## src/rtl/trunc_pkg.sv

```systemverilog
// Shared types for the truncation arbiter: datapath widths and the FIFO entry layout.
package trunc_pkg;

   localparam int DATA_W = 32;
   localparam int LEN_W  = 5;

   typedef logic [LEN_W-1:0]  len_t;
   typedef logic [DATA_W-1:0] data_t;

   typedef struct packed {
      data_t data;
      logic  id;
   } entry_t;

endpackage

```

## src/rtl/trunc_mask.sv

```systemverilog
// Combinational low-bit truncation: keeps data[len-1:0] and always clears the top bit.
module trunc_mask
   import trunc_pkg::*;
#(
   parameter int DATA_W = trunc_pkg::DATA_W,
   parameter int LEN_W  = trunc_pkg::LEN_W
) (
   input  logic [LEN_W-1:0]  len_i,
   input  logic [DATA_W-1:0] data_i,
   output logic [DATA_W-1:0] data_o
);

   logic [DATA_W-1:0] keep;
   logic [DATA_W-1:0] top_clr;

   // len never exceeds DATA_W-1, so the shift cannot overflow the word.
   assign keep    = (DATA_W'(1) << len_i) - DATA_W'(1);
   assign top_clr = {1'b0, {(DATA_W-1){1'b1}}};
   assign data_o  = data_i & keep & top_clr;

endmodule

```

## src/rtl/trunc_arbiter.sv

```systemverilog
// Round-robin share of one truncation datapath between two requesters, with a
// 2-entry id-tagged output FIFO and per-requester wrapping acceptance counters.
module trunc_arbiter
   import trunc_pkg::*;
#(
   parameter int DATA_W = trunc_pkg::DATA_W,
   parameter int LEN_W  = trunc_pkg::LEN_W,
   parameter int DEPTH  = 2
) (
   input  logic              clk,
   input  logic              rst_n,
   input  logic              req0_valid,
   output logic              req0_ready,
   input  logic [LEN_W-1:0]  req0_len,
   input  logic [DATA_W-1:0] req0_data,
   input  logic              req1_valid,
   output logic              req1_ready,
   input  logic [LEN_W-1:0]  req1_len,
   input  logic [DATA_W-1:0] req1_data,
   output logic              out_valid,
   input  logic              out_ready,
   output logic [DATA_W-1:0] out_data,
   output logic              out_id,
   output logic [15:0]       grant_cnt0,
   output logic [15:0]       grant_cnt1
);

   logic [1:0]  count_q, count_d;
   logic        wr_ptr_q, wr_ptr_d;
   logic        rd_ptr_q, rd_ptr_d;
   logic        last_grant_q, last_grant_d;
   logic [15:0] cnt0_q, cnt0_d;
   logic [15:0] cnt1_q, cnt1_d;
   entry_t      fifo_q [DEPTH];

   logic        full;
   logic        rdy0, rdy1;
   logic        acc0, acc1;
   logic        push, pop;
   len_t        win_len;
   data_t       win_data;
   data_t       win_masked;
   entry_t      push_entry;
   entry_t      head;

   assign full = (count_q == DEPTH[1:0]);

   // Readiness depends only on valids, the pointer and the registered count,
   // so there is no combinational path from out_ready back to the producers.
   always_comb begin
      rdy0 = 1'b0;
      rdy1 = 1'b0;
      if (rst_n && !full) begin
         if (req0_valid && (!req1_valid || last_grant_q)) rdy0 = 1'b1;
         if (req1_valid && (!req0_valid || !last_grant_q)) rdy1 = 1'b1;
      end
   end

   assign req0_ready = rdy0;
   assign req1_ready = rdy1;
   assign acc0       = req0_valid && rdy0;
   assign acc1       = req1_valid && rdy1;
   assign push       = acc0 || acc1;
   assign pop        = out_valid && out_ready;

   assign win_len  = acc1 ? req1_len  : req0_len;
   assign win_data = acc1 ? req1_data : req0_data;

   trunc_mask #(
      .DATA_W (DATA_W),
      .LEN_W  (LEN_W)
   ) u_mask (
      .len_i  (win_len),
      .data_i (win_data),
      .data_o (win_masked)
   );

   always_comb begin
      push_entry      = '0;
      push_entry.data = win_masked;
      push_entry.id   = acc1;
   end

   always_comb begin
      count_d      = count_q;
      wr_ptr_d     = wr_ptr_q;
      rd_ptr_d     = rd_ptr_q;
      last_grant_d = last_grant_q;
      cnt0_d       = cnt0_q;
      cnt1_d       = cnt1_q;
      unique case ({push, pop})
         2'b10:   count_d = count_q + 2'd1;
         2'b01:   count_d = count_q - 2'd1;
         default: count_d = count_q;
      endcase
      if (push) begin
         wr_ptr_d     = ~wr_ptr_q;
         last_grant_d = acc1;
      end
      if (pop)  rd_ptr_d = ~rd_ptr_q;
      if (acc0) cnt0_d   = cnt0_q + 16'd1;
      if (acc1) cnt1_d   = cnt1_q + 16'd1;
   end

   always_ff @(posedge clk or negedge rst_n) begin
      if (!rst_n) begin
         count_q      <= 2'd0;
         wr_ptr_q     <= 1'b0;
         rd_ptr_q     <= 1'b0;
         last_grant_q <= 1'b1;
         cnt0_q       <= 16'd0;
         cnt1_q       <= 16'd0;
      end else begin
         count_q      <= count_d;
         wr_ptr_q     <= wr_ptr_d;
         rd_ptr_q     <= rd_ptr_d;
         last_grant_q <= last_grant_d;
         cnt0_q       <= cnt0_d;
         cnt1_q       <= cnt1_d;
      end
   end

   // Storage carries no reset; stale contents are hidden by gating on out_valid.
   always_ff @(posedge clk) begin
      if (push) fifo_q[wr_ptr_q] <= push_entry;
   end

   assign head       = fifo_q[rd_ptr_q];
   assign out_valid  = (count_q != 2'd0);
   assign out_data   = out_valid ? head.data : '0;
   assign out_id     = out_valid ? head.id   : 1'b0;
   assign grant_cnt0 = cnt0_q;
   assign grant_cnt1 = cnt1_q;

endmodule

```

## config.mk

```make
export PLATFORM = sky130hd
export DESIGN_NAME = trunc_arbiter
export DESIGN_NICKNAME = d
export VERILOG_FILES = /design/src/rtl/trunc_pkg.sv /design/src/rtl/trunc_mask.sv /design/src/rtl/trunc_arbiter.sv
export SDC_FILE = /design/constraint.sdc
export NUM_CORES = 1
export LEC_CHECK = 0
export BUFFER_PORTS_ARGS = -buffer_cell sky130_fd_sc_hd__buf_4
export CORE_ASPECT_RATIO = 1.5
export CORE_MARGIN = 2
export CORE_UTILIZATION = 53
export CTS_CLUSTER_SIZE = 8
export DETAILED_ROUTE_END_ITERATION = 6
export GPL_TIMING_DRIVEN = 1
export PLACE_DENSITY = 0.8
export SLEW_MARGIN = 25
export SYNTH_ARGS = -nofsm -noshare
export SYNTH_HDL_FRONTEND = slang
export SYNTH_SLANG_ARGS = --single-unit
```

## constraint.sdc

```tcl
create_clock -name clk -period 3.6 [get_ports clk]
set_input_delay 0 -clock clk [delete_from_list [all_inputs] [get_ports clk]]
set_output_delay 0 -clock clk [all_outputs]
set_load 0.005 [all_outputs]
```

==> results of run 1 <==
## power by group through the flow
stage	clock (W)	sequential (W)	combinational [W]
2_1_floorplan	0	0.00166	0.000951
3_3_place_gp	0	0.00176	0.00155
3_5_place_dp	0	0.00178	0.00158
4_1_cts	0.000917	0.00176	0.00160
5_1_grt	0.000961	0.00179	0.00173
6_report	0.000904	0.00176	0.00159
## area by class of cell
cell class | count | area [um2]
clock buffer | 11 | 242.7
clock inverter | 5 | 35.03
fill | 799 | 3103
inverter | 11 | 41.29
multi-input combinational | 371 | 2571
sequential | 101 | 2850
tap | 141 | 176.4
timing repair buffer | 155 | 1171
## worst reg2reg max path, stage by stage (launching register included)
cell,delay (ps)
dfstp_2,400
a21boi_2,330
nand3_4,130
inv_2,250
mux2_2,420
nand3_1,100
ha_1,360
inv_1,200
nor4_1,420
a22oi_1,260
a21o_1,210
a21oi_1,170
## cell usage in the layout (no fill, tap or decap), types with 4 or more instances in the layout
cell type  Yosys  final
a21oi_1       19     19
dfrtp_1       36     35
mux2_2         5      5
buf_4          4    152
nand2_1       49     49
inv_1          9      9
ha_1           4      4
nand2b_1       7      7
nand3_1       23     23
nor2_1        54     52
nand4_1       15     15
nor4_1         6      6
xor2_1        10     10
clkbuf_16      0      9
and3_1         9      9
mux2i_1       58     58
xnor2_1       26     26
edfxtp_1      64     64
a221oi_1       5      5
a31oi_1        5      5
nor3_1        10     10
o21ai_0        9      9
## per-layer routing
layer	vias to the layer above	share of wire	wire length, um
met5	-	0	0
met4	0	0.032	489
met3	36	0.068	1040
met2	195	0.54	8165
met1	2264	0.36	5559
li1	2149	-	-
## worst max-delay path by stage
stage | from | end | slack (ps) | cells past startpoint
finish | last_grant_q | fifo_q[0][19] | 200 | 11
global route | last_grant_q | fifo_q[0][17] | 30 | 10
detailed placement | last_grant_q | fifo_q[0][23] | 320 | 11
CTS | last_grant_q | fifo_q[0][17] | 240 | 10
floorplan | last_grant_q | fifo_q[1][0] | 500 | 6
global placement | last_grant_q | fifo_q[0][23] | 400 | 11
## repair_timing
action | 4_1_cts | 5_1_grt
hold buffers | 3 | 0
gates resized for setup | 0 | 1
endpoints found under the hold margin | 38 | 0
setup endpoints to repair | 0 | 2
## logic make-up (layout without fill, tap and decap cells)
family	count (synthesis)	after routing
AO/OA/AOI/OAI	72	72
XOR/XNOR	36	36
adder cells (fa/ha/maj)	4	4
buffers and inverters	41	182
flip-flops	101	101
multiplexers	64	64
other	1	1
AND/OR/NAND/NOR	194	194
## through the flow
step	utilization	area (um2)	worst slack [ps]
2_1_floorplan	-	5590	503.2
3_3_place_gp	0.6646	6773	396.2
3_5_place_dp	0.6646	6773	324.3
4_1_cts	0.6948	7081	240.5
5_1_grt	0.6955	7088	29.60
6_report	0.6955	7088	196.7
## sequential cells by signal (all words and copies together), names as in the netlist
register	count
grant_cnt0	16
last_grant_q	1
grant_cnt1	16
fifo_q	64
wr_ptr_q	1
count_q	2
rd_ptr_q	1
==> summary.txt, run 1 <==
Power and ir drop
  • Net Sw Frac: 0.3423
  • P_leak: 3.188 nW
  • Int Power: 0.002796 W
  • Worst IR drop on VDD: 0.4120 mV
  • Sequential power share: 0.413
  • P_sw: 0.001455 W
  • Power Density: 599.7 nW/um2
  • Power share of the clock group: 0.213
  • Logic pwr share: 0.374
  • Total power: 0.004250 W

STA
  • RSZ-0062 raised after global routing: false
  • Worst slew pin tran: 996.4 ps
  • Final setup viols: 0
  • Max transition margin: 0.3357
  • Worst Skew: 5.947 ps
  • Hold slack: 16.61 ps
  • Final min period: 3403 ps
  • Post-route setup TNS: 0 ps
  • Final hold vios: 0
  • Fin. max-slew vios: 0
  • Period utilization: 0.9453
  • Highest clock rate: 293.8 MHz

Global route
  • Number of global-route vias before repair: 4637
  • Grt met2 use: 0.4933
  • Overflow left after global routing: 0
  • Met3 usage: 0.05693
  • First-pass GRT wire length: 23.43 mm
  • Largest net degree at the start of global routing: 52
  • Met1 Usage GRT: 0.3051
  • Initial antenna violation count: 0
  • Global routing's busiest layer: met2
  • GR Util All Layers: 0.2709

Synth
  • Adder-cell area share of the yosys netlist: 0.008953
  • Gate Count Post-Synth: 513
  • Number of synthesized flops with an enable pin: 64
  • Mapped cell area: 5590 um2
  • Largest area contributor in the netlist: edfxtp_1
  • Register area share after synthesis: 0.5096
  • Synth unique cells: 66
  • Mux cell area share after synthesis: 0.1159
  • Mapped Nets: 596
  • Synthesized flop and latch total: 101
  • Main area contributors after synthesis: edfxtp_1, dfrtp_1, mux2i_1
  • Commonest cells post-synth: edfxtp_1, mux2i_1, nor2_1
  • Yosys warns: 0
  • Post-synth ARST share: 0.3663
  • Compound-Gate Fraction of Synth Area: 0.1007
  • Largest family of logic cells by synthesized area: simple AND/OR/NAND/NOR gates
  • Count leader, synth: edfxtp_1
  • Avg Inst Size Synth: 10.90 um2
  • Main synth FF type: edfxtp_1
  • Yosys top cell area share: 0.3438
  • Simple-gate portion of the synthesized area: 0.1737
  • Synth Area in XOR/XNOR: 0.05640

Min path
  • Worst Hold Depth: 3
  • Hold Path End: rd_ptr_q
  • Worst Hold Class: input port to register
  • Hold_sp: out_ready

Floorplanning
  • IO Pins: 147
  • Initial core utilization: 0.5486
  • Rows: 45
  • Die H: 129.8 um
  • Die Span X: 87.86 um
  • Core Region: 10190 um2
  • Die area: 11400 um2

Place
  • Post-DP HPWL: 10.85 mm
  • Port Buffer Count: 143
  • Placed cell count: 776
  • Placer Congestion: 0.9046

Clock network
  • Worst-path clk slew: 70 ps
  • CTS Root Cell: clkbuf_16
  • CTS Buf Count: 9
  • # H-tree levels: 3
  • Post-CTS Setup Inserts: 0
  • CTS tree: built
  • Skew-Pair Late Insertion Delay: 340 ps
  • CTS sink cnt: 101
  • Max clock buf depth: 2

Finish
  • Diodes inserted: 0
  • Layout cell share with drive strength beyond 1: 0.2982
  • Finished Layout Cells: 795
  • Synth-to-Final Area Change: 26.79%
  • Nets: 732

Drt
  • Via count: 4644
  • DR vias/cell: 5.842
  • Drt wl/cell: 19.19 um
  • Final wirelength: 15.25 mm
  • DRT iter0 DRCs: 302
  • DRC: 0
  • DRT antenna net count: 0
  • DRT Pass-1 Iters: 5

Critical path
  • Max FO, Critical Path: 14
  • Worst path top cell family by delay: compound AO/OA/AOI/OAI gates
  • Critical path's largest stage delay: 420 ps
  • Worst R2R Setup Slack: 200 ps
  • Register-to-Register Path Depth: 11
  • Critical-path cell list: a21boi_2 -> nand3_4 -> inv_2 -> mux2_2 -> nand3_1 -> ha_1 -> inv_1 -> nor4_1 -> a22oi_1 -> a21o_1 -> a21oi_1
  • Slowest stage cell, crit path: mux2_2
  • WS Path Type: register to register
  • CP bufs+invs: 2
  • RR Startpoint: last_grant_q
  • CP startpoint kind: register
  • Required time worst endpoint: 3780 ps
  • Reg2reg end: fifo_q[0][19]
  • Setup crit end kind: register
  • Worst path arrival time: 3590 ps

Status
  • Status: completed

Flow run
  • Max-Cap Viols: 0
Note: power is estimated with default switching activity, not from simulation.
==> run 2: changes to the inputs <==
PLACE_DENSITY = 0.77   (was 0.8)
SKIP_LAST_GASP = 1   (was unset)
==> run 2 against run 1 <==
The run now ends with hold timing left; final area about the same; via count decreased by 1.5%; critical endpoint is now fifo_q[0][9]; sequential share of layout area about the same; critical path depth decreased by 1.
==> summary.txt, run 2 (synthesis gave the netlist of run 1 again) <==
Status
  • Status: finished with violations (was completed)
  • Failing checks: hold timing

STA
  • Highest clock rate: 300.1 MHz (was 293.8 MHz)
  • PnR worst setup slack: 267.9 ps (was 196.7 ps)
  • Max transition margin: 0.3415 (was 0.3357)
  • Period utilization: 0.9256 (was 0.9453)
  • Post-route setup TNS: 0 ps (unchanged)
  • Final setup viols: 0 (unchanged)
  • Final min period: 3332 ps (was 3403 ps)
  • Worst slew pin tran: 987.8 ps (was 996.4 ps)
  • Final hold vios: 2 (was 0)
  • Hold slack: -3.328 ps (was 16.61 ps)
  • RSZ-0062 raised after global routing: false (unchanged)
  • Fin. max-slew vios: 0 (unchanged)
  • Worst Skew: 5.353 ps (was 5.947 ps)

Finish
  • Finished Layout Cells: 794 (was 795)
  • Register Area: 2850 um2 (unchanged)
  • Commonest non-fill, non-tap cells in the layout: buf_4, edfxtp_1, mux2i_1 (unchanged)
  • Nets: 731 (was 732)
  • Layout cell share with drive strength beyond 1: 0.2986 (was 0.2982)
  • Max reg flops: 64 (unchanged)
  • Commonest non-fill, non-tap cell in the layout: buf_4 (unchanged)
  • Top reg by flops: fifo_q (unchanged)
  • Synth-to-Final Area Change: 26.90% (was 26.79%)
  • Fillcell total: 766 (was 799)
  • Area of the multi-input gates: 2569 um2 (was 2571 um2)
  • Diodes inserted: 0 (unchanged)

Place
  • Post-DP HPWL: 10.65 mm (was 10.85 mm)
  • Port Buffer Count: 143 (unchanged)
  • Placed cell count: 776 (unchanged)
  • Placer Congestion: 0.9342 (was 0.9046)
  • DP Worst Slack: 408.4 ps (was 324.3 ps)

Drt
  • Via count: 4574 (was 4644)
  • DR vias/cell: 5.761 (was 5.842)
  • DRT Pass-1 Iters: 5 (unchanged)
  • Final wirelength: 14.68 mm (was 15.25 mm)
  • Drt wl/cell: 18.48 um (was 19.19 um)
  • DRT antenna net count: 0 (unchanged)
  • DRC: 0 (unchanged)
  • DRT iter0 DRCs: 269 (was 302)

Global route
  • Number of global-route vias before repair: 4624 (was 4637)
  • Largest net degree at the start of global routing: 52 (unchanged)
  • Overflow left after global routing: 0 (unchanged)
  • Initial antenna violation count: 0 (unchanged)
  • First-pass GRT wire length: 22.91 mm (was 23.43 mm)
  • GR Util All Layers: 0.2634 (was 0.2709)

Critical path
  • CP bufs+invs: 2 (unchanged)
  • Worst path top cell family by delay: simple AND/OR/NAND/NOR gates (was compound AO/OA/AOI/OAI gates)
  • Max FO, Critical Path: 14 (unchanged)
  • Critical-path cell list: nand2b_2 -> nand3_4 -> inv_2 -> mux2_2 -> nand3_1 -> ha_1 -> inv_1 -> a211oi_2 -> a21oi_1 -> nor4_1 (was a21boi_2 -> nand3_4 -> inv_2 -> mux2_2 -> nand3_1 -> ha_1 -> inv_1 -> nor4_1 -> a22oi_1 -> a21o_1 -> a21oi_1)
  • CP startpoint kind: register (unchanged)
  • Setup crit end kind: register (unchanged)
  • Slowest stage cell, crit path: a211oi_2 (was mux2_2)
  • Worst path arrival time: 3430 ps (was 3590 ps)
  • WS Path Type: register to register (unchanged)
  • Critical path's largest stage delay: 540 ps (was 420 ps)
  • Required time worst endpoint: 3700 ps (was 3780 ps)

Clock network
  • CTS Buf Count: 9 (unchanged)
  • Worst-path clk slew: 70 ps (about the same)
  • # H-tree levels: 3 (unchanged)
  • Max clock buf depth: 2 (unchanged)
  • CTS Root Cell: clkbuf_16 (unchanged)
  • CTS tree: built (unchanged)
  • Skew-Pair Late Insertion Delay: 340 ps (about the same)
  • CTS sink cnt: 101 (unchanged)

Floorplanning
  • Initial core utilization: 0.5486 (unchanged)
  • Core Region: 10190 um2 (unchanged)
  • IO Pins: 147 (unchanged)
  • Die H: 129.8 um (unchanged)
  • Die Span X: 87.86 um (unchanged)
  • Die area: 11400 um2 (unchanged)
  • Rows: 45 (unchanged)

Power and ir drop
  • Total power: 0.004259 W (was 0.004250 W)
  • Power Density: 600.3 nW/um2 (was 599.7 nW/um2)
  • Worst IR drop on VDD: 0.3574 mV (was 0.4120 mV)
  • P_leak: 3.189 nW (was 3.188 nW)

Min path
  • Worst Hold Class: input port to register (unchanged)

Flow run
  • Max-Cap Viols: 0 (unchanged)
## run 2: changes by cell type in the layout (fill, tap and decap cells not counted), sizes merged
cell / change
dlygate4sd3: -1
inv: -1
clkinv: +1
## run 2: cell type report
type | instances | area share
Timing Repair Buffer | 154 | 0.1637
Clock inverter | 5 | 0.004586
Clock buffer | 11 | 0.03721
Tap cell | 141 | 0.02487
Multi-Input combinational cell | 371 | 0.3621
Sequential cell | 101 | 0.4018
Inverter | 11 | 0.005820
## run 2: power by group
| part | switching [W] | leakage, nW | internal [W] |
|---|---|---|---|
| Sequential | 0.000236 | 1.09 | 0.00152 |
| Clock | 0.000412 | 0.140 | 0.000527 |
| Combinational | 0.000779 | 1.96 | 0.000780 |
## run 2: worst paths after layout
kind | startpoint | to | slack [ps] | cells after the start
max | count_q[0] | fifo_q[0][9] | 270 | 10
min | req1_data[15] | fifo_q[1][16] | -3 | 3
min in group asynchronous | rst_n | grant_cnt0[15] | 420 | 3
max in group asynchronous | rst_n | rd_ptr_q | 2820 | 3
max reg2reg | count_q[0] | fifo_q[0][9] | 270 | 10
min reg2reg | grant_cnt1[15] | grant_cnt1[15] | 480 | 1
## run 2: repair_timing
item | 4_1_cts | 5_1_grt
hold endpoints to repair | 38 | 0
hold buffers | 2 | 0
resized for setup | 0 | 0
setup buffers | 0 | 0
## run 2: stage by stage
step	area, um2	util
detailed placement	6778	0.6651
floorplan	5590	-
global route	7094	0.6961
finish	7094	0.6961
global placement	6778	0.6651
CTS	7094	0.6961
## run 2: tightest hold or removal path: cells and delay by family
family	cells	cell delay, ps
and+or+nand+nor	2	140
buffers and inverters	1	80
## run 2: layer usage
metal	up-vias	GRT usage	part of all wire	wire length (um)
met1	2197	0.3019	0.38	5630
met2	186	0.4666	0.52	7670
met3	34	0.04744	0.058	846
met4	0	0.1294	0.036	530
met5	-	0	0	0
li1	2157	-	-	-
